**config.mk**
```make
export PLATFORM = sky130hd
export DESIGN_NAME = toilet_input_ctrl
export DESIGN_NICKNAME = d
export VERILOG_FILES = /design/src/rtl/toilet_input_ctrl.sv
export SDC_FILE = /design/constraint.sdc
export NUM_CORES = 1
export LEC_CHECK = 0
export ABC_CLOCK_PERIOD_IN_PS = 2300
export BUFFER_PORTS_ARGS = -buffer_cell sky130_fd_sc_hd__buf_2
export CAP_MARGIN = 20
export CORE_UTILIZATION = 58
export CTS_CLUSTER_DIAMETER = 50
export CTS_CLUSTER_SIZE = 8
export DETAILED_ROUTE_END_ITERATION = 6
export PLACE_DENSITY = 0.77
export SETUP_SLACK_MARGIN = 0.5
export SLEW_MARGIN = 20
export SYNTH_ARGS = -nofsm -noshare
export SYNTH_HDL_FRONTEND = slang
export SYNTH_SLANG_ARGS = --single-unit
```
**constraint.sdc**
```tcl
create_clock -name clk -period 2.3 [get_ports clk]
set_input_delay 0.46 -clock clk [delete_from_list [all_inputs] [get_ports clk]]
set_output_delay 0.46 -clock clk [all_outputs]
set_load 0.01 [all_outputs]
```
**src/rtl/toilet_input_ctrl.sv**
```systemverilog
// Input front-end: 2-FF sync + debounce of seat sensor and buttons, seat occupancy FSM, and
// registered reg_* command levels. Optional macro STUCK_SENSOR_EN adds the occupancy limit.
module toilet_input_ctrl #(
    parameter int unsigned DEB_CYC     = 4,
    parameter int unsigned ARRIVE_CYC  = 8,
    parameter int unsigned LEAVE_CYC   = 16,
    parameter int unsigned MAX_OCC_CYC = 1000,
    parameter int unsigned CNT_W       = 16
) (
    input  logic clk,
    input  logic reset,
    input  logic seat_sensor_i,
    input  logic btn_spray_i,
    input  logic btn_mode_i,
    input  logic btn_deur_i,
    input  logic cfg_auto_dis_i,
    input  logic count_spray_done,
    output logic reg_user_en,
    output logic reg_spray_en,
    output logic reg_spray_mode,
    output logic reg_auto_dis_en,
    output logic reg_de_ur,
    output logic sensor_fault
);

    localparam int unsigned NIN = 4;
    localparam int unsigned DW  = $clog2(DEB_CYC + 1);

    typedef enum logic [1:0] {StIdle, StArriving, StOccupied, StLeaving} state_t;

    // Bit order: 0 seat, 1 spray, 2 mode, 3 deur
    logic [NIN-1:0] raw, sync1_q, sync2_q, deb_q, deb_prev_q, press;
    logic [DW-1:0]  deb_cnt_q [NIN];

    state_t           state_q, state_d;
    logic [CNT_W-1:0] timer_q;
    logic             timer_run, enter_idle, dseat, hold_idle;

    assign raw   = {btn_deur_i, btn_mode_i, btn_spray_i, seat_sensor_i};
    assign press = deb_q & ~deb_prev_q;
    assign dseat = deb_q[0];

    always_ff @(posedge clk or posedge reset) begin
        if (reset) begin
            sync1_q    <= '0;
            sync2_q    <= '0;
            deb_q      <= '0;
            deb_prev_q <= '0;
            for (int i = 0; i < NIN; i++) deb_cnt_q[i] <= '0;
        end else begin
            sync1_q    <= raw;
            sync2_q    <= sync1_q;
            deb_prev_q <= deb_q;
            for (int i = 0; i < NIN; i++) begin
                if (sync2_q[i] == deb_q[i]) begin
                    deb_cnt_q[i] <= '0;
                end else if (deb_cnt_q[i] == DW'(DEB_CYC - 1)) begin
                    deb_q[i]     <= sync2_q[i];
                    deb_cnt_q[i] <= '0;
                end else begin
                    deb_cnt_q[i] <= deb_cnt_q[i] + 1'b1;
                end
            end
        end
    end

`ifdef STUCK_SENSOR_EN
    logic force_rel, fault_q, hold_q;

    always_ff @(posedge clk or posedge reset) begin
        if (reset) begin
            fault_q <= 1'b0;
            hold_q  <= 1'b0;
        end else if (force_rel) begin
            fault_q <= 1'b1;
            hold_q  <= 1'b1;
        end else if (!dseat) begin
            fault_q <= 1'b0;
            hold_q  <= 1'b0;
        end
    end

    assign hold_idle    = hold_q;
    assign sensor_fault = fault_q;
`else
    assign hold_idle    = 1'b0;
    assign sensor_fault = 1'b0;
`endif

    always_comb begin
        state_d   = state_q;
        timer_run = 1'b0;
`ifdef STUCK_SENSOR_EN
        force_rel = 1'b0;
`endif
        case (state_q)
            StIdle: begin
                if (dseat && !hold_idle) state_d = StArriving;
            end
            StArriving: begin
                timer_run = 1'b1;
                if (!dseat) state_d = StIdle;
                else if (timer_q == CNT_W'(ARRIVE_CYC - 1)) state_d = StOccupied;
            end
            StOccupied: begin
`ifdef STUCK_SENSOR_EN
                timer_run = 1'b1;
                if (!dseat) begin
                    state_d = StLeaving;
                end else if (timer_q == CNT_W'(MAX_OCC_CYC - 1)) begin
                    state_d   = StIdle;
                    force_rel = 1'b1;
                end
`else
                if (!dseat) state_d = StLeaving;
`endif
            end
            StLeaving: begin
                timer_run = 1'b1;
                if (dseat) state_d = StOccupied;
                else if (timer_q == CNT_W'(LEAVE_CYC - 1)) state_d = StIdle;
            end
            default: state_d = StIdle;
        endcase
    end

    assign enter_idle = (state_d == StIdle) && (state_q != StIdle);

    always_ff @(posedge clk or posedge reset) begin
        if (reset) begin
            state_q         <= StIdle;
            timer_q         <= '0;
            reg_user_en     <= 1'b0;
            reg_spray_en    <= 1'b0;
            reg_spray_mode  <= 1'b0;
            reg_auto_dis_en <= 1'b0;
            reg_de_ur       <= 1'b0;
        end else begin
            state_q <= state_d;
            if ((state_d != state_q) || !timer_run) timer_q <= '0;
            else timer_q <= timer_q + 1'b1;

            reg_user_en <= (state_d == StOccupied) || (state_d == StLeaving);

            // A spray-done pulse overrides a coincident press
            if (enter_idle || count_spray_done) reg_spray_en <= 1'b0;
            else if (press[1] && reg_user_en) reg_spray_en <= ~reg_spray_en;

            if (enter_idle) reg_spray_mode <= 1'b0;
            else if (press[2] && reg_user_en && !reg_spray_en) reg_spray_mode <= ~reg_spray_mode;

            if (state_q == StIdle) reg_auto_dis_en <= cfg_auto_dis_i;

            // Deodorise request survives departure; only a new arrival clears it
            if ((state_q == StIdle) && (state_d == StArriving)) reg_de_ur <= 1'b0;
            else if (press[3] && reg_user_en) reg_de_ur <= 1'b1;
        end
    end

endmodule

```
==> flow_metrics.tcl <==
set metrics [dict create \
    ys_seq_area_share_pct 59.2 \
    clock-sinks 49 \
    p_per_area_nw_per_um2 821 \
    critPathCaptureType "flop" \
    synth_compound_area_share_pct 4.77 \
    setup_viol 0 \
    ys_top_cells_by_count "dfrtp_1 (49), nor2_1 (16), xor2_1 (10)" \
    initial_core_util_pct 61.1 \
    fin_setup_tns_ns 0 \
    max_slew_margin_pct 60.6 \
    wirelength_mm 3.58 \
    routed_via_density 5.61 \
    cts_buffers 5 \
    status "completed" \
    cts_tree "built" \
    finalHoldViolations 0 \
    postCtsHoldBufs 0 \
    design.die.area_um2 3820 \
    maxCapViolCount 0 \
    fp.dieW_um 61.8 \
    final_nets 205 \
    synthFlopType "dfrtp_1" \
    finClkSkew_ns 0.00574 \
    dpl.hpwl_mm 2.43 \
    ys_types 39 \
    drtIter0Drc 60 \
    ir_worst_vdd_uv 536 \
    first_pass_iters 6 \
    min_period_over_period_pct 73.7 \
    crit_path_end "state_q[0]" \
    critPathRequiredTime_ns 2.55 \
    core_um2 3390 \
    clockRootBuffer "clkbuf_4" \
    worstReg2RegStart "timer_q[13]" \
    io_pins 14 \
    yosys.area.top_type_share_pct 59.2 \
    reg2reg_slack_ns 0.61 \
    totalPowerFinal_uw 1860 \
    rows 21 \
    crit_start "timer_q[13]" \
    syn_inst 175 \
    ant_nets 0 \
    yosysTopAreaCell "dfrtp_1" \
    synthTopCellsByArea "dfrtp_1 (59%), xor2_1 (4.2%), xnor2_1 (3.4%)" \
    synth_top_family_by_area "simple AND/OR/NAND/NOR gates" \
    syn_area_um2 2070 \
    synth_warnings 0 \
    synthToLayoutAreaGrowth_pct 9.30 \
    synth_xor_area_share_pct 7.61 \
    grt_pass1_vias 1282 \
    grt_max_degree 50 \
    port_buffers 12 \
    antenna_found_initial 0 \
    drive_gt1_share_pct 20.3 \
    vias 1335 \
    synthArstFlopShare_pct 100 \
    grt_usage_pct 22.2 \
    worstPathMaxFanout 5 \
    dieHeight_um 61.8 \
    postSynthAreaPerCell_um2 11.8 \
    cts_max_level 2 \
    clock_path_buffers 2 \
    cp-start-kind "flop" \
    reg2regPathDepth 5 \
    n_antenna_cell 0 \
    grt_overflow 0 \
    rsz0062_at_grt "no" \
    synth_edf_count 0 \
    synth_nets 188 \
    clock_latency_ns 0.37 \
    finalCriticalPeriod_ns 1.69 \
    grt_pass1_wl_mm 5.72 \
    leakagePower_uw 0.00101 \
    worstHoldPathType "input pin to flop" \
    worst_pin_slew_ns 0.591 \
    critical_path_class "flop to flop" \
    place_congestion 0.811 \
    synthAdderAreaFrac_pct 3.02 \
    wire_per_inst_um 15.1 \
    synthMuxAreaShare_pct 2.66 \
    clk_pin_slew_worst_paths_ns 0.13 \
    yosysMostFrequentCell "dfrtp_1" \
    fmax_ghz 0.590 \
    ys_seq_elements 49 \
    yosys.area_share.simple_pct 19.6 \
    reg2reg_to "state_q[0]" \
    drc_errors 0 \
    slew_violations 0 \
    arrival_ns 1.94 \
]
==> routing by layer <==
| metal | global-route usage [%] | routed length [um] | share of wire, % |
|---|---|---|---|
| met1 | 25.3 | 1530 | 43 |
| met2 | 36.6 | 1850 | 52 |
| met3 | 8.07 | 128 | 3.6 |
| met4 | 12.4 | 70 | 2.0 |
| met5 | 0 | 0 | 0 |
==> cells by family (layout without fill, tap and decap cells) <==
| group | count (synthesis) | after routing |
|---|---|---|
| mux | 5 | 5 |
| fa+ha+maj | 5 | 5 |
| compound gates | 14 | 14 |
| xor+xnor | 18 | 18 |
| buf+inv | 12 | 29 |
| other cells | 1 | 1 |
| flops | 49 | 49 |
| simple gates | 71 | 71 |
==> per-stage QoR <==
stage | setup slack [ns] | instance area [um2] | util, % | hold WS, ns | std cells
6_report | 0.606 | 2260 | 66.8 | 0.180 | 238
5_1_grt | 0.531 | 2260 | 66.8 | 0.150 | 238
2_1_floorplan | 0.645 | 2070 | - | 0.331 | 175
3_3_place_gp | 0.397 | 2160 | 63.7 | 0.332 | 228
3_5_place_dp | 0.322 | 2160 | 63.7 | 0.336 | 228
4_1_cts | 0.493 | 2240 | 66.1 | 0.178 | 237
==> where the power goes <==
group	switching (uW)	internal [uW]	total [uW]	leakage, uW
Sequential	102	1000	1110	0.000640
Clock	256	143	399	0.0000303
Combinational	188	167	355	0.000339
Total	546	1310	1860	0.00101
==> how the worst min path moves through the flow <==
| stage | start | end | slack (ns) | cells past startpoint |
|---|---|---|---|---|
| 4_1_cts | seat_sensor_i | sync1_q[0] | 0.18 | 1 |
| 3_5_place_dp | sync1_q[0] | sync2_q[0] | 0.34 | 0 |
| 3_3_place_gp | sync1_q[1] | sync2_q[1] | 0.33 | 0 |
| 2_1_floorplan | sync1_q[0] | sync2_q[0] | 0.33 | 0 |
| 6_report | btn_mode_i | sync1_q[2] | 0.18 | 1 |
| 5_1_grt | btn_mode_i | sync1_q[2] | 0.15 | 1 |
==> layout make-up <==
cell class | count | area [um2]
multi-input combinational | 114 | 810
timing repair buffer | 16 | 90.1
clock inverter | 1 | 7.51
fill | 253 | 1120
sequential | 49 | 1230
tap | 46 | 57.6
clock buffer | 6 | 51.3
inverter | 6 | 22.5
==> critical path, cell delays in order (launching register included) <==
cell and delay (ns):
dfrtp_1 0.45, nor4_2 0.37, nand4_1 0.13, buf_4 0.18
o311ai_0 0.30, o31ai_1 0.15
==> timing repair <==
item,4_1_cts,5_1_grt
pin swaps,1,1
buffers inserted,2,1
setup endpoints to repair,15,17
resized for setup,1,4
==> placed cells by master, fill, tap and decap left out, types with 5 or more instances in the layout <==
cell type	synthesis	layout
buf_2	1	12
nor2b_1	7	7
nor3b_1	6	6
xnor2_1	8	8
nor2_1	16	16
nand4_1	7	7
inv_1	6	5
nand2_1	8	8
dfrtp_1	49	49
xor2_1	10	10
nand3_1	5	5
clkbuf_4	0	5
nor3_1	7	7
==> state kept, by name (all words and copies together) (netlist names) <==
register / count
sync2_q: 4
reg_de_ur: 1
reg_auto_dis_en: 1
reg_spray_mode: 1
reg_spray_en: 1
sync1_q: 4
deb_q: 4
deb_prev_q: 3
state_q: 1
timer_q: 16
deb_cnt_q: 12
reg_user_en: 1
(Power assumes the default switching activity.)
